===== src/rtl/pipe_hazard_ctrl_if.sv =====
// Hazard-controller bundle: ID/EX/MEM/WB register-use info and debug controls in,
// pipeline enables, flushes, state and performance counters out.
interface pipe_hazard_ctrl_if #(
    parameter int unsigned CNT_W = 32
);
    logic [4:0]       id_rs;
    logic [4:0]       id_rt;
    logic             id_use_rs;
    logic             id_use_rt;
    logic             ex_wreg;
    logic [4:0]       ex_destR;
    logic             mem_wreg;
    logic [4:0]       mem_destR;
    logic             wb_wreg;
    logic [4:0]       wb_destR;
    logic             ex_branch;
    logic             ex_zero;
    logic             dbg_halt;
    logic             dbg_step;
    logic             pc_we;
    logic             pc_sel_br;
    logic             if_id_we;
    logic             if_id_flush;
    logic             id_ex_flush;
    logic             pipe_en;
    logic [1:0]       state;
    logic [CNT_W-1:0] stall_cnt;
    logic [CNT_W-1:0] flush_cnt;

    // Datapath / debugger side
    modport master (
        output id_rs, id_rt, id_use_rs, id_use_rt,
        output ex_wreg, ex_destR, mem_wreg, mem_destR, wb_wreg, wb_destR,
        output ex_branch, ex_zero, dbg_halt, dbg_step,
        input  pc_we, pc_sel_br, if_id_we, if_id_flush, id_ex_flush, pipe_en,
        input  state, stall_cnt, flush_cnt
    );

    // Controller side
    modport slave (
        input  id_rs, id_rt, id_use_rs, id_use_rt,
        input  ex_wreg, ex_destR, mem_wreg, mem_destR, wb_wreg, wb_destR,
        input  ex_branch, ex_zero, dbg_halt, dbg_step,
        output pc_we, pc_sel_br, if_id_we, if_id_flush, id_ex_flush, pipe_en,
        output state, stall_cnt, flush_cnt
    );
endinterface


===== src/rtl/pipe_hazard_ctrl.sv =====
// Pipeline sequencer for the 5-stage CPU: RAW-hazard stalls (no forwarding in the datapath),
// taken-branch flush, debug halt/single-step, and saturating stall/flush counters.
module pipe_hazard_ctrl #(
    parameter bit          WB_HAZ = 1'b0,
    parameter int unsigned CNT_W  = 32
) (
    input logic               clk,
    input logic               rst_n,
    pipe_hazard_ctrl_if.slave bus
);

    typedef enum logic [1:0] {
        StInit = 2'b00,
        StRun  = 2'b01,
        StHalt = 2'b10,
        StStep = 2'b11
    } state_e;

    state_e           r_state;
    state_e           w_state_nxt;
    logic [CNT_W-1:0] r_stall_cnt;
    logic [CNT_W-1:0] r_flush_cnt;

    logic w_raw_rs;
    logic w_raw_rt;
    logic w_raw;
    logic w_tkn;
    logic w_stall_inc;
    logic w_flush_inc;
    logic w_pc_we;
    logic w_pc_sel_br;
    logic w_if_id_we;
    logic w_if_id_flush;
    logic w_id_ex_flush;
    logic w_pipe_en;

    // $0 is hard-wired, so a write to it never produces a real dependency
    function automatic logic f_match(input logic [4:0] src, input logic wr, input logic [4:0] dst);
        return wr & (dst != 5'd0) & (dst == src);
    endfunction

    // RAW detection against in-flight destinations; WB only when the regfile writes late
    always_comb begin
        w_raw_rs = f_match(bus.id_rs, bus.ex_wreg, bus.ex_destR)
                 | f_match(bus.id_rs, bus.mem_wreg, bus.mem_destR)
                 | (WB_HAZ & f_match(bus.id_rs, bus.wb_wreg, bus.wb_destR));
        w_raw_rt = f_match(bus.id_rt, bus.ex_wreg, bus.ex_destR)
                 | f_match(bus.id_rt, bus.mem_wreg, bus.mem_destR)
                 | (WB_HAZ & f_match(bus.id_rt, bus.wb_wreg, bus.wb_destR));
        w_raw    = (bus.id_use_rs & w_raw_rs) | (bus.id_use_rt & w_raw_rt);
        w_tkn    = bus.ex_branch & bus.ex_zero;
    end

    // Next state and per-cycle pipeline controls
    always_comb begin
        w_state_nxt   = r_state;
        w_pc_we       = 1'b0;
        w_pc_sel_br   = 1'b0;
        w_if_id_we    = 1'b0;
        w_if_id_flush = 1'b0;
        w_id_ex_flush = 1'b0;
        w_pipe_en     = 1'b0;
        w_stall_inc   = 1'b0;
        w_flush_inc   = 1'b0;
        unique case (r_state)
            StInit: begin
                w_if_id_flush = 1'b1;
                w_id_ex_flush = 1'b1;
                w_pipe_en     = 1'b1;
                w_state_nxt   = bus.dbg_halt ? StHalt : StRun;
            end
            StRun, StStep: begin
                w_pipe_en = 1'b1;
                if (w_tkn) begin
                    // Branch wins: the stalled ID instruction is on the wrong path anyway
                    w_pc_we       = 1'b1;
                    w_pc_sel_br   = 1'b1;
                    w_if_id_we    = 1'b1;
                    w_if_id_flush = 1'b1;
                    w_id_ex_flush = 1'b1;
                    w_flush_inc   = 1'b1;
                end else if (w_raw) begin
                    w_id_ex_flush = 1'b1;
                    w_stall_inc   = 1'b1;
                end else begin
                    w_pc_we    = 1'b1;
                    w_if_id_we = 1'b1;
                end
                w_state_nxt = bus.dbg_halt ? StHalt : StRun;
            end
            StHalt: begin
                // Everything frozen, so a pending hazard or branch is simply re-evaluated later
                if (!bus.dbg_halt) begin
                    w_state_nxt = StRun;
                end else if (bus.dbg_step) begin
                    w_state_nxt = StStep;
                end
            end
            default: w_state_nxt = StInit;
        endcase
    end

    // State register
    always_ff @(posedge clk or negedge rst_n) begin
        if (!rst_n) begin
            r_state <= StInit;
        end else begin
            r_state <= w_state_nxt;
        end
    end

    // Saturating performance counters
    always_ff @(posedge clk or negedge rst_n) begin
        if (!rst_n) begin
            r_stall_cnt <= '0;
            r_flush_cnt <= '0;
        end else begin
            if (w_stall_inc && (r_stall_cnt != '1)) begin
                r_stall_cnt <= r_stall_cnt + CNT_W'(1);
            end
            if (w_flush_inc && (r_flush_cnt != '1)) begin
                r_flush_cnt <= r_flush_cnt + CNT_W'(1);
            end
        end
    end

    assign bus.pc_we       = w_pc_we;
    assign bus.pc_sel_br   = w_pc_sel_br;
    assign bus.if_id_we    = w_if_id_we;
    assign bus.if_id_flush = w_if_id_flush;
    assign bus.id_ex_flush = w_id_ex_flush;
    assign bus.pipe_en     = w_pipe_en;
    assign bus.state       = r_state;
    assign bus.stall_cnt   = r_stall_cnt;
    assign bus.flush_cnt   = r_flush_cnt;

endmodule


===== src/flat_wrapper.sv =====
// flat-port wrapper written by rule: the top's interface ports become plain ports
module pipe_hazard_ctrl_flat 
#(
    parameter bit          WB_HAZ = 1'b0,
    parameter int unsigned CNT_W  = 32
)
  (clk, rst_n, bus_id_rs, bus_id_rt, bus_id_use_rs, bus_id_use_rt, bus_ex_wreg, bus_ex_destR, bus_mem_wreg, bus_mem_destR, bus_wb_wreg, bus_wb_destR, bus_ex_branch, bus_ex_zero, bus_dbg_halt, bus_dbg_step, bus_pc_we, bus_pc_sel_br, bus_if_id_we, bus_if_id_flush, bus_id_ex_flush, bus_pipe_en, bus_state, bus_stall_cnt, bus_flush_cnt);
  pipe_hazard_ctrl_if #(.CNT_W(CNT_W)) bus_i ();
  input logic clk;
  input logic rst_n;
  input wire logic [$bits(bus_i.id_rs)-1:0] bus_id_rs;
  input wire logic [$bits(bus_i.id_rt)-1:0] bus_id_rt;
  input wire logic [$bits(bus_i.id_use_rs)-1:0] bus_id_use_rs;
  input wire logic [$bits(bus_i.id_use_rt)-1:0] bus_id_use_rt;
  input wire logic [$bits(bus_i.ex_wreg)-1:0] bus_ex_wreg;
  input wire logic [$bits(bus_i.ex_destR)-1:0] bus_ex_destR;
  input wire logic [$bits(bus_i.mem_wreg)-1:0] bus_mem_wreg;
  input wire logic [$bits(bus_i.mem_destR)-1:0] bus_mem_destR;
  input wire logic [$bits(bus_i.wb_wreg)-1:0] bus_wb_wreg;
  input wire logic [$bits(bus_i.wb_destR)-1:0] bus_wb_destR;
  input wire logic [$bits(bus_i.ex_branch)-1:0] bus_ex_branch;
  input wire logic [$bits(bus_i.ex_zero)-1:0] bus_ex_zero;
  input wire logic [$bits(bus_i.dbg_halt)-1:0] bus_dbg_halt;
  input wire logic [$bits(bus_i.dbg_step)-1:0] bus_dbg_step;
  output wire logic [$bits(bus_i.pc_we)-1:0] bus_pc_we;
  output wire logic [$bits(bus_i.pc_sel_br)-1:0] bus_pc_sel_br;
  output wire logic [$bits(bus_i.if_id_we)-1:0] bus_if_id_we;
  output wire logic [$bits(bus_i.if_id_flush)-1:0] bus_if_id_flush;
  output wire logic [$bits(bus_i.id_ex_flush)-1:0] bus_id_ex_flush;
  output wire logic [$bits(bus_i.pipe_en)-1:0] bus_pipe_en;
  output wire logic [$bits(bus_i.state)-1:0] bus_state;
  output wire logic [$bits(bus_i.stall_cnt)-1:0] bus_stall_cnt;
  output wire logic [$bits(bus_i.flush_cnt)-1:0] bus_flush_cnt;
  assign bus_i.id_rs = bus_id_rs;
  assign bus_i.id_rt = bus_id_rt;
  assign bus_i.id_use_rs = bus_id_use_rs;
  assign bus_i.id_use_rt = bus_id_use_rt;
  assign bus_i.ex_wreg = bus_ex_wreg;
  assign bus_i.ex_destR = bus_ex_destR;
  assign bus_i.mem_wreg = bus_mem_wreg;
  assign bus_i.mem_destR = bus_mem_destR;
  assign bus_i.wb_wreg = bus_wb_wreg;
  assign bus_i.wb_destR = bus_wb_destR;
  assign bus_i.ex_branch = bus_ex_branch;
  assign bus_i.ex_zero = bus_ex_zero;
  assign bus_i.dbg_halt = bus_dbg_halt;
  assign bus_i.dbg_step = bus_dbg_step;
  assign bus_pc_we = bus_i.pc_we;
  assign bus_pc_sel_br = bus_i.pc_sel_br;
  assign bus_if_id_we = bus_i.if_id_we;
  assign bus_if_id_flush = bus_i.if_id_flush;
  assign bus_id_ex_flush = bus_i.id_ex_flush;
  assign bus_pipe_en = bus_i.pipe_en;
  assign bus_state = bus_i.state;
  assign bus_stall_cnt = bus_i.stall_cnt;
  assign bus_flush_cnt = bus_i.flush_cnt;
  pipe_hazard_ctrl #(.WB_HAZ(WB_HAZ), .CNT_W(CNT_W)) u_core (.clk(clk), .rst_n(rst_n), .bus(bus_i));
endmodule

===== config.mk =====
export PLATFORM = sky130hd
export DESIGN_NAME = pipe_hazard_ctrl_flat
export DESIGN_NICKNAME = d
export VERILOG_FILES = /design/src/rtl/pipe_hazard_ctrl_if.sv /design/src/rtl/pipe_hazard_ctrl.sv /design/src/flat_wrapper.sv
export SDC_FILE = /design/constraint.sdc
export NUM_CORES = 1
export LEC_CHECK = 0
export ABC_AREA = 1
export CORE_UTILIZATION = 53
export CTS_CLUSTER_SIZE = 8
export DETAILED_ROUTE_END_ITERATION = 8
export HOLD_SLACK_MARGIN = 0.02
export PLACE_DENSITY = 0.92
export RECOVER_POWER = 50
export SETUP_SLACK_MARGIN = 0.15
export SLEW_MARGIN = 15
export SYNTH_ARGS = -nofsm -noshare
export SYNTH_HDL_FRONTEND = slang
export SYNTH_SLANG_ARGS = --single-unit

===== constraint.sdc =====
create_clock -name clk -period 7.3 [get_ports clk]
set_clock_uncertainty 0.05 [all_clocks]
set_input_delay 2.19 -clock clk [delete_from_list [all_inputs] [get_ports clk]]
set_output_delay 2.19 -clock clk [all_outputs]
set_load 0.02 [all_outputs]

; ---- Word level (Yosys, flattened, before mapping)
; Cells that the tools add are included.
[word_totals]
register_bits = 66
latchBits = 0
ramBits = 0
rom_bits = 0
input_bits = 36
output_inout_bits = 72
word_cells = 50
n_memories = 0
[classes]
add_sub_neg = 2
n_mul = 0
div_mod_pow = 0
n_lt_le_gt_ge = 0
n_eq_ne = 10
shifts = 0
mux = 16
n_bitwise = 12
reduce_logical = 7
[op_table]
columns = operator, n
row1 = "adder 32 x 1 -> 32 bit, second input constant", 2
row2 = "inequality test 32 bit, second input constant", 2
row3 = == test 5 bit, 4
row4 = 2-to-1 mux 1 bit, 10
row5 = nonzero test 5 bit, 2
row6 = AND 1 bit, 9
row7 = 2-to-1 mux 2 bit, 3
row8 = "== test 2 bit, second input constant", 2
row9 = case mux 1 bit (2 select lines), 2
row10 = case mux 2 bit (2 select lines), 1
row11 = "inequality test 3 bit, second input constant", 1
row12 = OR 1 bit, 3
row13 = OR reduction 3 bit, 1
row14 = "== test 2 x 1 -> 1 bit, second input constant", 1
row15 = logical AND 1 bit, 2
row16 = zero test 2 bit, 1
row17 = OR reduction 2 bit, 1

; ---- Longest topological paths before layout
[depth]
depth_word = 10
ltp_mapped = 13
ltp_nobuf = 12

; ---- Worst setup path before layout
; OpenSTA, ideal clock, no wires.
[synth_timing]
path_type = input -> output
startpoint = input bus_mem_destR[3]
endpoint = output bus_pc_we
arrival_ns = 3.641
t_required_ns = 5.060
slack_ns = 1.419
path_stages = 12
path_buffers = 3
cell_sequence = nor2_1 nand3b_1 nand2_1 inv_1 nand3_1 nand2_1 nand2_1 nand2_1 buf_4 buf_6 a21oi_1 buf_4
[synth_between]
elab_chain_cells = 9
elab_cells_between_ends = 14
cone_classes = eq/ne (2) / mux (3) / bitwise (8) / reduce/logical (1)
[synth_rtl]
columns = item, line_no
row1 = "start, declared", flat_wrapper.sv:18  ; input wire logic [$bits(bus_i.mem_destR)-1:0] bus_mem_destR;
row2 = nonzero test 5 bit, pipe_hazard_ctrl.sv:39  ; return wr & (dst != 5'd0) & (dst == src);
row3 = AND 1 bit (2 in series), pipe_hazard_ctrl.sv:39
row4 = "OR 1 bit, on equally long branches", "pipe_hazard_ctrl.sv:45, pipe_hazard_ctrl.sv:48"
row5 = AND 1 bit, pipe_hazard_ctrl.sv:50  ; w_raw = (bus.id_use_rs & w_raw_rs) | (bus.id_use_rt & w_raw_rt);
row6 = OR 1 bit *, pipe_hazard_ctrl.sv:50
row7 = 2-to-1 mux 1 bit * (3 in series), n/a
row8 = "end, declared", flat_wrapper.sv:25  ; output wire logic [$bits(bus_i.pc_we)-1:0] bus_pc_we;
; Mark *: on every way between the ends. The rest lies on a longest branch, timed or not.

; ---- Worst setup path in the final report
[layout_timing]
startpoint = input bus_ex_destR[2]
endpoint = output bus_pc_we
[layout_between]
elab_chain_cells = 9
elab_cells_between_ends = 14
cone_classes = eq/ne (2) / mux (3) / bitwise (8) / reduce/logical (1)
[layout_rtl]
columns = item, line_no
row1 = "start, declared", flat_wrapper.sv:16  ; input wire logic [$bits(bus_i.ex_destR)-1:0] bus_ex_destR;
row2 = nonzero test 5 bit, pipe_hazard_ctrl.sv:39
row3 = AND 1 bit (2 in series), pipe_hazard_ctrl.sv:39
row4 = "OR 1 bit, on equally long branches", "pipe_hazard_ctrl.sv:45, pipe_hazard_ctrl.sv:48"
row5 = AND 1 bit, pipe_hazard_ctrl.sv:50
row6 = OR 1 bit *, pipe_hazard_ctrl.sv:50
row7 = 2-to-1 mux 1 bit *, pipe_hazard_ctrl.sv:82  ; end else if (w_raw) begin
row8 = 2-to-1 mux 1 bit *, pipe_hazard_ctrl.sv:74  ; if (w_tkn) begin
row9 = 2-to-1 mux 1 bit *, pipe_hazard_ctrl.sv:65  ; unique case (r_state)
; Marked as above.

==> results.md <==
- MaxCap Viol Count: 1
- Mapped Nets: 700
- Ports: 108
- CTS resizes: 0
- Async S/R FF share, synth: 1.00
- Total power: 1.05 mW
- I/O Buffers: 101
- Syn avg cell area: 7.08 µm²
- Hold Slack: 0.471 ns
- Hold Violations, Final: 0
- Seq/Total Area, Yosys: 0.352
- Largest buffer count on any clock path: 2
- Mapped Area: 4690 µm²
- Die area: 9230 µm²
- Fmax: 156 MHz
- Clk slew on worst S/H paths: 0.08 ns
- Avg WL per Cell: 14.7 µm
- CTS tree: built
- Initial antenna violation count: 0
- Syn. warnings: 0
- CP max FO: 3
- Final wirelength: 12.7 mm
- Nets: 795
- Max IR drop VDD: 0.000140 V
- # rows: 33
- Cts hold-fix bufs: 0
- Core Area: 8380 µm²
- Vias per std cell: 5.57
- Count of pins over their slew limit: 67
- Failing checks: capacitance limit, slew limit
- Worst slew pin tran: 3.47 ns
- RSZ-0062 raised after global routing: false
- Clock sink count: 66
- Global-route wire length before repair: 21.2 mm
- Syn Inst Count: 662
- DRC: 0
- Synth area leader: dfrtp_1
- Total CTS buffers: 9
- PwrDens: 177 nW/µm²
- Arr. time, crit path: 4.15 ns
- CP endpoint kind: output port
- #FFs+latches synth: 66
- Top FF cell, synth: dfrtp_1
- GRT Resource Usage Total: 0.294
- Startpoint types: primary input
- Post-synth top area share: 0.352
- Number of global-route vias before repair: 4572
- Gr ovfl total: 0
- Largest cells by area after synthesis: dfrtp_1 (35%), nand2_1 (20%), xor2_1 (6.9%)
- Diodes inserted: 0
- Die Ht: 96.1 µm
- Critical path class: in -> out
- CP required: 5.06 ns
- Final min period: 6.39 ns
- Fraction of layout cells with a size suffix above 1: 0.0630
- Largest net degree at the start of global routing: 67
- Final setup TNS: 0 ns
- Vias: 4825
- Post-CTS Setup Bufs: 0
- Detailed Route Iter0 Violations: 278
- DR pass1 iterations: 6
- Post-synth EDFFs: 0
- Clk Tree Root Cell: clkbuf_8
- Max H-tree Level: 3
- Chip width: 96.1 µm
- Hold Path Class: reg -> reg
- Post-route antenna net violation count: 0
- Area Growth Syn to Fin: 27.2%
- Period utilisation layout: 0.876
- Leakage dissipation: 2.72 nW
- Final setup fails: 0
- Slew HR: -1.32
- Clock Latency Late Sink: 0.36 ns
- Final cell utilization of the core: 0.711
- Initial core utilization: 0.559
- GP Congestion: 0.951
- Netlist cell types: 36
- Status: finished, violations left
- Final HPWL DP: 9.33 mm
cells by family after synthesis:
kind of cell | synth area share
xor gates and xnor gates | 0.119
buffers and inverters | 0.0745
and+or+nand+nor | 0.432
adders and majority gates | 0.00534
AOI/OAI and AO/OA | 0.0165
DFF | 0.352
per-stage QoR:
step	worst slack, ns	std cells	cell area (µm²)
6_report	0.907	867	5960
5_1_grt	0.746	867	5960
4_1_cts	0.899	867	5980
3_5_place_dp	0.909	851	5700
3_3_place_gp	0.989	851	5700
2_1_floorplan	1.42	662	4690
cells in the final DEF, fill, tap and decap left out, types with 3 or more instances in the layout:
| cell | count |
|---|---|
| nand2_1 | 248 |
| clkdlybuf4s50_1 | 77 |
| nor2_1 | 73 |
| dfrtp_1 | 66 |
| inv_1 | 51 |
| nand4_1 | 45 |
| xor2_1 | 37 |
| xnor2_1 | 25 |
| dlygate4sd3_1 | 23 |
| nand3_1 | 21 |
| nor3_1 | 21 |
| nand3b_1 | 10 |
| clkbuf_8 | 10 |
| nor2_2 | 6 |
| o21ai_0 | 5 |
| o21ai_1 | 5 |
| nand3_2 | 4 |
| nor3_2 | 4 |
| bufinv_16 | 4 |
| nor2_4 | 3 |
registers in the layout, summed over array words and instances, names as in the netlist:
name                  flops
u_core.bus.state          2
u_core.bus.flush_cnt     32
u_core.bus.stall_cnt     32
cells in the mapped netlist, types with 3 or more instances:
| cell type | n |
|---|---|
| nand2_1 | 247 |
| nor2_1 | 72 |
| dfrtp_1 | 66 |
| inv_1 | 51 |
| nand4_1 | 45 |
| xor2_1 | 37 |
| xnor2_1 | 25 |
| nand3_1 | 21 |
| nor3_1 | 21 |
| nand3b_1 | 10 |
| nor2_2 | 7 |
| buf_2 | 6 |
| buf_6 | 6 |
| o21ai_0 | 5 |
| o21ai_1 | 5 |
| nand3_2 | 4 |
| nor3_2 | 4 |
| buf_4 | 3 |
| nor2_4 | 3 |
worst max-delay path: stages:
cell and delay [ns]:
clkdlybuf4s50_1 0.49, nor2_1 0.15, nand3b_1 0.10, nand2_1 0.08
inv_1 0.05, nand3_1 0.08, nand2_1 0.06, nand2_1 0.07
nand2_1 0.09, a21oi_1 0.17, clkdlybuf4s50_1 0.63
per-layer routing:
metal	part of all wire	track usage	wire, µm	vias up
met5	0	0	0	-
met4	0.032	0.124	405	0
met3	0.057	0.0521	729	38
met2	0.51	0.507	6450	201
met1	0.40	0.361	5140	2290
li1	-	-	-	2296
where the power goes:
part / leakage, nW / switching, mW / internal, mW
registers: 0.886 / 0.0343 / 0.390
logic: 1.70 / 0.116 / 0.0865
clock network: 0.133 / 0.155 / 0.272
total: 2.72 / 0.306 / 0.748
path summary, 6_finish.rpt:
| path | cells after the start | slack [ns] | end | startpoint |
|---|---|---|---|---|
| setup / recovery | 11 | 0.91 | bus_pc_we | bus_ex_destR[2] |
| hold / removal | 1 | 0.47 | u_core.bus.flush_cnt[8]$_DFFE_PN0P_ | u_core.bus.flush_cnt[8]$_DFFE_PN0P_ |
| setup reg to reg | 9 | 4.83 | u_core.bus.flush_cnt[10]$_DFFE_PN0P_ | u_core.bus.flush_cnt[0]$_DFFE_PN0P_ |
| hold reg to reg | 1 | 0.47 | u_core.bus.flush_cnt[8]$_DFFE_PN0P_ | u_core.bus.flush_cnt[8]$_DFFE_PN0P_ |
| max in group asynchronous | 2 | 2.19 | u_core.bus.flush_cnt[23]$_DFFE_PN0P_ | rst_n |
| min in group asynchronous | 2 | 3.04 | u_core.bus.flush_cnt[4]$_DFFE_PN0P_ | rst_n |
final cells by class:
type | instances | area (µm²)
multi-input cells | 523 | 2680
fillers | 646 | 2420
flip-flops and latches | 66 | 1650
repair buffers | 104 | 1020
inverters | 53 | 199
clock buffers | 10 | 138
clock inverters | 6 | 136
well taps | 105 | 131
Note: power is estimated with default switching activity, not from simulation.
